===== src/rtl/marc_ctrl_pkg.sv =====
// Shared constants for the mARC control unit: one-hot state bit numbering,
// reset state and IR opclass encodings used by the sequencer and output decode.
package marc_ctrl_pkg;

  localparam int STATE_W = 13;
  localparam logic [STATE_W-1:0] STATE_RESET = 13'h0001;

  typedef enum logic [3:0] {
    S_FETCH      = 4'd0,
    S_LOAD_IR    = 4'd1,
    S_DECODE     = 4'd2,
    S_ALU_RR     = 4'd3,
    S_ALU_IMM    = 4'd4,
    S_MEM        = 4'd5,
    S_BR_EVAL    = 4'd6,
    S_BR_UPDATE  = 4'd7,
    S_CALL_LINK  = 4'd8,
    S_WRITEBACK  = 4'd9,
    S_RETURN     = 4'd10,
    S_TRAP_ENTRY = 4'd11,
    S_RETIRE     = 4'd12
  } state_idx_e;

  typedef enum logic [1:0] {
    OPC_ALU_RR  = 2'b00,
    OPC_ALU_IMM = 2'b01,
    OPC_MEM     = 2'b10,
    OPC_CTRL    = 2'b11
  } opclass_e;

  typedef enum logic [1:0] {
    CTL_BRANCH = 2'b00,
    CTL_CALL   = 2'b01,
    CTL_RETURN = 2'b10,
    CTL_TRAP   = 2'b11
  } ctlclass_e;

  function automatic logic [STATE_W-1:0] st_bit(input state_idx_e idx);
    return STATE_W'(1) << idx;
  endfunction

  // Zero and multi-hot vectors both fail; x & (x-1) clears the lowest set bit.
  function automatic logic is_onehot(input logic [STATE_W-1:0] s);
    return (s != '0) && ((s & (s - STATE_W'(1))) == '0);
  endfunction

endpackage


===== src/rtl/control_sequencer_if.sv =====
// Instruction/status inputs and sequencer outputs of the mARC control sequencer.
interface control_sequencer_if #(
  parameter int CNT_W = 16
);
  logic [15:0]      ir;
  logic [4:0]       status;
  logic             mem_ready;
  logic             irq;
  logic [12:0]      state;
  logic             irq_ack;
  logic             halted;
  logic             fsm_err;
  logic [CNT_W-1:0] instr_count;

  modport master (
    output ir, status, mem_ready, irq,
    input  state, irq_ack, halted, fsm_err, instr_count
  );

  modport slave (
    input  ir, status, mem_ready, irq,
    output state, irq_ack, halted, fsm_err, instr_count
  );
endinterface


===== src/rtl/control_sequencer.sv =====
// One-hot fetch/decode/execute/retire sequencer for the mARC control unit,
// with interrupt entry at instruction boundaries and illegal-state recovery.
module control_sequencer
  import marc_ctrl_pkg::*;
#(
  parameter int          CNT_W       = 16,
  parameter logic [15:0] HALT_OPCODE = 16'hFFFF
) (
  input  logic             clk,
  input  logic             rst_n,
  control_sequencer_if.slave bus
);

  logic [STATE_W-1:0] state_q, state_d;
  logic               irq_ack_q, irq_ack_d;
  logic               halted_q, halted_d;
  logic               fsm_err_q, fsm_err_d;
  logic [CNT_W-1:0]   cnt_q, cnt_d;

  logic      irq_take;
  opclass_e  opc;
  ctlclass_e ctl;
  logic      unused_bits;

  assign irq_take    = bus.irq & bus.status[4];
  assign opc         = opclass_e'(bus.ir[15:14]);
  assign ctl         = ctlclass_e'(bus.ir[13:12]);
  assign unused_bits = ^{bus.status[3:0], bus.ir[10:0]};

  always_ff @(posedge clk or negedge rst_n) begin
    if (!rst_n) begin
      state_q   <= STATE_RESET;
      irq_ack_q <= 1'b0;
      halted_q  <= 1'b0;
      fsm_err_q <= 1'b0;
      cnt_q     <= '0;
    end else begin
      state_q   <= state_d;
      irq_ack_q <= irq_ack_d;
      halted_q  <= halted_d;
      fsm_err_q <= fsm_err_d;
      cnt_q     <= cnt_d;
    end
  end

  always_comb begin
    state_d   = STATE_RESET;
    irq_ack_d = 1'b0;
    halted_d  = 1'b0;
    fsm_err_d = fsm_err_q;
    cnt_d     = cnt_q;
    if (!is_onehot(state_q)) begin
      fsm_err_d = 1'b1;
    end else begin
      case (1'b1)
        state_q[S_FETCH]:   state_d = bus.mem_ready ? st_bit(S_LOAD_IR) : st_bit(S_FETCH);
        state_q[S_LOAD_IR]: state_d = st_bit(S_DECODE);
        state_q[S_DECODE]: begin
          if (bus.ir == HALT_OPCODE) begin
            // A parked halt is an instruction boundary, so an enabled irq may break it.
            if (irq_take) begin
              state_d   = st_bit(S_TRAP_ENTRY);
              irq_ack_d = 1'b1;
            end else begin
              state_d  = st_bit(S_DECODE);
              halted_d = 1'b1;
            end
          end else begin
            case (opc)
              OPC_ALU_RR:  state_d = st_bit(S_ALU_RR);
              OPC_ALU_IMM: state_d = st_bit(S_ALU_IMM);
              OPC_MEM:     state_d = st_bit(S_MEM);
              default: begin
                case (ctl)
                  CTL_BRANCH: state_d = st_bit(S_BR_EVAL);
                  CTL_CALL:   state_d = st_bit(S_CALL_LINK);
                  CTL_RETURN: state_d = st_bit(S_RETURN);
                  default:    state_d = st_bit(S_TRAP_ENTRY);
                endcase
              end
            endcase
          end
        end
        state_q[S_ALU_RR], state_q[S_ALU_IMM]: state_d = st_bit(S_RETIRE);
        state_q[S_MEM]: begin
          if (!bus.mem_ready)  state_d = st_bit(S_MEM);
          else if (bus.ir[11]) state_d = st_bit(S_RETIRE);
          else                 state_d = st_bit(S_WRITEBACK);
        end
        state_q[S_BR_EVAL]:    state_d = st_bit(S_BR_UPDATE);
        state_q[S_BR_UPDATE]:  state_d = st_bit(S_RETIRE);
        state_q[S_CALL_LINK]:  state_d = st_bit(S_WRITEBACK);
        state_q[S_WRITEBACK]:  state_d = st_bit(S_RETIRE);
        state_q[S_RETURN]:     state_d = st_bit(S_RETIRE);
        state_q[S_TRAP_ENTRY]: state_d = st_bit(S_FETCH);
        state_q[S_RETIRE]: begin
          cnt_d = cnt_q + CNT_W'(1);
          if (irq_take) begin
            state_d   = st_bit(S_TRAP_ENTRY);
            irq_ack_d = 1'b1;
          end else begin
            state_d = st_bit(S_FETCH);
          end
        end
        default: state_d = STATE_RESET;
      endcase
    end
  end

  assign bus.state       = state_q;
  assign bus.irq_ack     = irq_ack_q;
  assign bus.halted      = halted_q;
  assign bus.fsm_err     = fsm_err_q;
  assign bus.instr_count = cnt_q;

endmodule


===== src/flat_wrapper.sv =====
// flat-port wrapper written by rule: the top's interface ports become plain ports
module control_sequencer_flat import marc_ctrl_pkg::*;
#(
  parameter int          CNT_W       = 16,
  parameter logic [15:0] HALT_OPCODE = 16'hFFFF
)
  (clk, rst_n, bus_ir, bus_status, bus_mem_ready, bus_irq, bus_state, bus_irq_ack, bus_halted, bus_fsm_err, bus_instr_count);
  control_sequencer_if #(.CNT_W(CNT_W)) bus_i ();
  input  logic clk;
  input  logic rst_n;
  input wire logic [$bits(bus_i.ir)-1:0] bus_ir;
  input wire logic [$bits(bus_i.status)-1:0] bus_status;
  input wire logic [$bits(bus_i.mem_ready)-1:0] bus_mem_ready;
  input wire logic [$bits(bus_i.irq)-1:0] bus_irq;
  output wire logic [$bits(bus_i.state)-1:0] bus_state;
  output wire logic [$bits(bus_i.irq_ack)-1:0] bus_irq_ack;
  output wire logic [$bits(bus_i.halted)-1:0] bus_halted;
  output wire logic [$bits(bus_i.fsm_err)-1:0] bus_fsm_err;
  output wire logic [$bits(bus_i.instr_count)-1:0] bus_instr_count;
  assign bus_i.ir = bus_ir;
  assign bus_i.status = bus_status;
  assign bus_i.mem_ready = bus_mem_ready;
  assign bus_i.irq = bus_irq;
  assign bus_state = bus_i.state;
  assign bus_irq_ack = bus_i.irq_ack;
  assign bus_halted = bus_i.halted;
  assign bus_fsm_err = bus_i.fsm_err;
  assign bus_instr_count = bus_i.instr_count;
  control_sequencer #(.CNT_W(CNT_W), .HALT_OPCODE(HALT_OPCODE)) u_core (.clk(clk), .rst_n(rst_n), .bus(bus_i));
endmodule

===== config.mk =====
export PLATFORM = sky130hd
export DESIGN_NAME = control_sequencer_flat
export DESIGN_NICKNAME = d
export VERILOG_FILES = /design/src/rtl/marc_ctrl_pkg.sv /design/src/rtl/control_sequencer_if.sv /design/src/rtl/control_sequencer.sv /design/src/flat_wrapper.sv
export SDC_FILE = /design/constraint.sdc
export NUM_CORES = 1
export LEC_CHECK = 0
export BUFFER_PORTS_ARGS = -buffer_cell sky130_fd_sc_hd__buf_2
export CAP_MARGIN = 25
export CORE_MARGIN = 2
export CORE_UTILIZATION = 35
export CTS_CLUSTER_DIAMETER = 120
export DETAILED_ROUTE_END_ITERATION = 6
export PLACE_DENSITY = 0.61
export RECOVER_POWER = 50
export SYNTH_ARGS = -nofsm -noshare
export SYNTH_HDL_FRONTEND = slang
export SYNTH_SLANG_ARGS = --single-unit

===== constraint.sdc =====
create_clock -name clk -period 2.4 [get_ports clk]
set_input_delay 0.48 -clock clk [delete_from_list [all_inputs] [get_ports clk]]
set_output_delay 0.48 -clock clk [all_outputs]
set_load 0.01 [all_outputs]

* Word-level counts from Yosys, hierarchy flattened
Index checks and enable logic that the tools add are counted.
** Operators by class
- Bitwise logic cells :: 13
- Reduce and logical (&&, ||, !) cells :: 7
- Multiplexer cells :: 42
- Multiply operators :: 0
- Magnitude comparators :: 0
- Eq/ne operators :: 5
- Shift operators :: 0
- Add/sub/neg operators :: 2
- Div/mod/pow operators :: 0
** Operators with widths (number)
- $mux 13 :: 16
- $pmux 13 s3 :: 1
- $pmux 12 s3 :: 1
- $mux 12 :: 2
- $mux 1 :: 21
- $add 16x1->16 const B :: 1
- $eq 16x16->1 const B :: 1
- $and 13x13->13 :: 1
- $logic_not 13->1 :: 1
- $reduce_and 13->1 :: 1
- $reduce_bool 13->1 :: 1
- $sub 13x1->13 const B :: 1
- $not 1->1 :: 11
- $eq 2x1->1 const B :: 2
- $eq 2x2->1 const B :: 2
- $logic_not 2->1 :: 2
- $mux 2 :: 1
- $reduce_or 2->1 :: 1
- $and 1x1->1 :: 1
- $logic_and 1x1->1 :: 1
** Storage, ports and cells
- ROM bits :: 0
- Memory bits (writable) :: 0
- Input port bits :: 25
- Register bits :: 32
- Word-level logic and storage cells :: 74
- Memories kept :: 0
- Output and inout port bits :: 32
- Bits in latches :: 0

* Depth between registers and ports, before layout
- Word-level depth :: 15
- Mapped depth :: 7
- Mapped depth without buffers :: 5

* Worst setup path after synthesis
OpenSTA, ideal clock, no wires.
- Path type :: flip-flop to flip-flop
- Start :: register u_core.state_q[2] (netlist: u_core.bus.state[2])
- End :: register u_core.state_q[3] (netlist: u_core.bus.state[3])
- Data required time :: 2.299 ns
- Arrival :: 2.104 ns
- Library setup time :: 0.101 ns
- Period minus slack after synthesis :: 2.205 ns
- Stages on the path, launching flop included :: 8
- Setup slack :: 0.195 ns
- Path buffers :: 2
- Cells stage by stage :: dfrtp_1 or3_1 buf_4 nor4_4 xor2_1 a211o_1 buf_6 nor4_1
** On the way
- Word-level cells in the longest chain between the ends :: 5
- Elaborated cells between the ends (all ways) :: 9
- Classes of those cells :: add/sub: 1; mux: 4; bitwise: 1; reduce/logical: 3
** Ends and longest elaborated chain
- start, declared :: RTL line control_sequencer.sv:14 : logic [STATE_W-1:0] state_q, state_d;
- start signal, assigned :: RTL line control_sequencer.sv:38 : state_q <= state_d;
- $sub 13x1->13 :: RTL line marc_ctrl_pkg.sv:44 : return (s != '0) && ((s & (s - STATE_W'(1))) == '0);
- $and 13x13->13 :: RTL line marc_ctrl_pkg.sv:44
- $logic_not 13->1 :: RTL line marc_ctrl_pkg.sv:44
- $logic_and 1x1->1 :: RTL line marc_ctrl_pkg.sv:44
- $mux 13 * :: RTL line control_sequencer.sv:52 : if (!is_onehot(state_q)) begin
- net u_core.state_d[3] :: RTL line control_sequencer.sv:14
Mark *: on every way through the listed nets, which the timed path passes. The rest lies on a longest branch.
A chain may end at the register's enable or synchronous reset.

* Worst setup path in the final report
- Start :: register u_core.state_q[1] (netlist: u_core.bus.state[1])
- End :: register u_core.state_q[7] (netlist: u_core.bus.state[7])
Same word-level chain as after synthesis.

==> results.yml <==
route:
  drtAntennaViolNets: 0
  drc: 0
  wirelength_mm: 4.04
  via_count: 1464
  dr.pass1.iters: 4
  avgRoutedWirePerCell_um: 14.7
  drtIter0Drc: 75
  post_drt_via_cell_ratio: 5.32
global_route:
  grt-ovfl-total: 0
  antenna_found_initial: 0
  grt_max_degree: 33
  grt_first_pass_wirelength_mm: 6.24
  grt_util_all_layers_pct: 16.0
  grt_pass1_vias: 1357
cells_and_area:
  stdcell_count: 275
  areaGrowthSynthToFinish_pct: 29.2
  antenna_cells: 0
  drive_gt1_share_pct: 30.5
  finalNetCount: 249
place:
  dp_hpwl_mm: 2.90
  place_inst: 267
  numPortBuffers: 52
  gp_congestion: 0.863
critical_path:
  crit_chain: "or4_1 -> a2111oi_2 -> nor3_1 -> a211o_2 -> buf_4 -> nor4_2"
  cp_slowest_stage_delay_ps: 590
  worstPathMaxFanout: 7
  cp.arrival_ps: 2470
  crit_slowest_cell: "or4_1"
  crit_type: "register to register"
  worstSetupStartpointType: "register"
  critPathCaptureType: "register"
  required_ps: 2590
clock_network:
  clk_pin_slew_worst_paths_ps: 70
  h-tree-depth: 2
  clk_latency_ps: 290
  cts_made_buffers: 5
  clk_path_buf_depth: 2
  root_buffer: "clkbuf_8"
  cts_setup_buffers: 0
  tritoncts: "done"
  hold_buffers: 0
  cts.sinks: 32
synthesis:
  synth_edf_count: 0
  yosysTopAreaCellShare_pct: 48.2
  yosysTopAreaCell: "dfrtp_1"
  synthMostInstantiatedCell: "dfrtp_1"
  synth_common_cells: "dfrtp_1, nor3_1, nand2_1, nand4_1, nor2_1"
  synth.yosys.seq_area_share_pct: 49.8
  synth_nets: 182
  synth_seq_cells: 32
  ys.flop_type: "dfrtp_1"
  synthDistinctLibCells: 40
  yosys_warnings: 0
  synth.avg_cell_area_um2: 10.3
  synth.area.top_cells: "dfrtp_1, xnor2_1, xor2_1, nand4_1, nor3_1"
  async_flop_share_pct: 100
  syn_inst: 156
  synthesis.area_um2: 1610
timing:
  maxSlewViolCount: 33
  fin_skew_ps: 3.74
  fmax_ghz: 0.440
  fin_crit_sh_pct: 94.7
  setup-violations-final: 0
  worst_pin_slew_ps: 1740
  fin_crit_ps: 2270
  finalHoldViolations: 0
  max_slew_margin_pct: -16.0
floorplan:
  placementRows: 24
  ios: 57
  die_w_um: 71.8
  core_um2: 4380
  die_area_um2: 5160
  start_util_pct: 36.7
  die_y_um: 71.8
pwr:
  vdd_drop_max_uv: 348
  powerDensity_nw_per_um2: 745
  p_leak_uw: 0.00101
  power_uw: 1550
hold_path:
  holdCritPathClass: "input pin to register"
outcome:
  status: "finished with violations"
  violations: "max-capacitance violations, max-slew violations"
run:
  max_cap_violations: 1
==> metrics by stage <==
stage | worst slack (ps) | utilization [%] | setup TNS [ps] | area, µm² | hold WS, ps
after global placement | 50.4 | 45.5 | 0 | 1990 | 458
after detailed placement | 38.0 | 45.5 | 0 | 1990 | 465
after global routing | -1.83 | 47.4 | -1.83 | 2080 | 391
final | 128 | 47.4 | 0 | 2080 | 397
after CTS | 25.7 | 47.2 | 0 | 2070 | 262
after floorplan | 195 | - | 0 | 1610 | 184
==> cell type report <==
type,instances,area (µm²)
inverter,4,15.0
clock buffer,6,72.6
sequential,32,802
tap,52,65.1
clock inverter,1,5.00
multi-input combinational,116,788
timing repair buffer,64,330
fill,417,2310
==> timing repair <==
| action | 4_1_cts | 5_1_grt |
|---|---|---|
| endpoints found under the setup margin | 0 | 10 |
| hold endpoints to repair | 0 | 0 |
| gates resized for setup | 0 | 5 |
==> per-layer routing <==
layer  global-route usage (%)  vias up  part of all wire, %
met3                     6.61        6                  9.1
li1                         -      715                    -
met5                        0        -                    0
met4                     5.03        0                 0.94
met1                     19.9      682                   43
met2                     25.3       61                   47
==> flip-flops by register name, summed over array words and instances, names as in the netlist <==
signal	flops
u_core.bus.fsm_err	1
u_core.bus.halted	1
u_core.bus.irq_ack	1
u_core.bus.instr_count	16
u_core.bus.state	13
==> logic make-up after synthesis <==
logic type                 synth area share (%)
AOI/OAI and AO/OA                          6.45
muxes                                     0.700
DFF                                        49.8
adders and majority gates                  1.40
buffers and inverters                      2.88
xor gates and xnor gates                   8.71
and+or+nand+nor                            30.0
==> worst max-delay path: cells and delay by family, from the launching register on <==
kind / cells / cell delay, ps
buf+inv: 1 / 170
simple gates: 3 / 930
flops: 1 / 410
compound gates: 2 / 670
==> power by group <==
group | internal, µW | total [µW] | switching [µW]
logic | 232 | 548 | 316
registers | 573 | 604 | 30.3
clock network | 197 | 396 | 199
total | 1000 | 1550 | 545
==> cell usage in the layout (no fill, tap or decap), types with 4 or more instances in the layout <==
| cell | instances |
|---|---|
| a21oi_1 | 4 |
| buf_2 | 36 |
| buf_4 | 12 |
| clkbuf_1 | 17 |
| clkbuf_8 | 5 |
| dfrtp_1 | 31 |
| inv_1 | 4 |
| nand2_1 | 9 |
| nand3_1 | 8 |
| nand4_1 | 9 |
| nor2_1 | 9 |
| nor3_1 | 11 |
| nor4_1 | 7 |
| nor4_2 | 4 |
| or2_2 | 4 |
| xnor2_1 | 8 |
| xor2_1 | 8 |
==> path summary, 6_finish.rpt <==
check / from / to / slack (ps) / depth (start not counted)
worst max-delay path: u_core.bus.state[1] / u_core.bus.state[7] / 130 / 6
min in group asynchronous: rst_n / u_core.bus.instr_count[4] / 640 / 1
worst min register to register: u_core.bus.instr_count[15] / u_core.bus.instr_count[15] / 480 / 1
worst max register to register: u_core.bus.state[1] / u_core.bus.state[7] / 130 / 6
max in group asynchronous: rst_n / u_core.bus.state[9] / 750 / 1
worst min-delay path: bus_ir[14] / u_core.bus.state[3] / 400 / 2
Note: power is estimated with default switching activity, not from simulation.
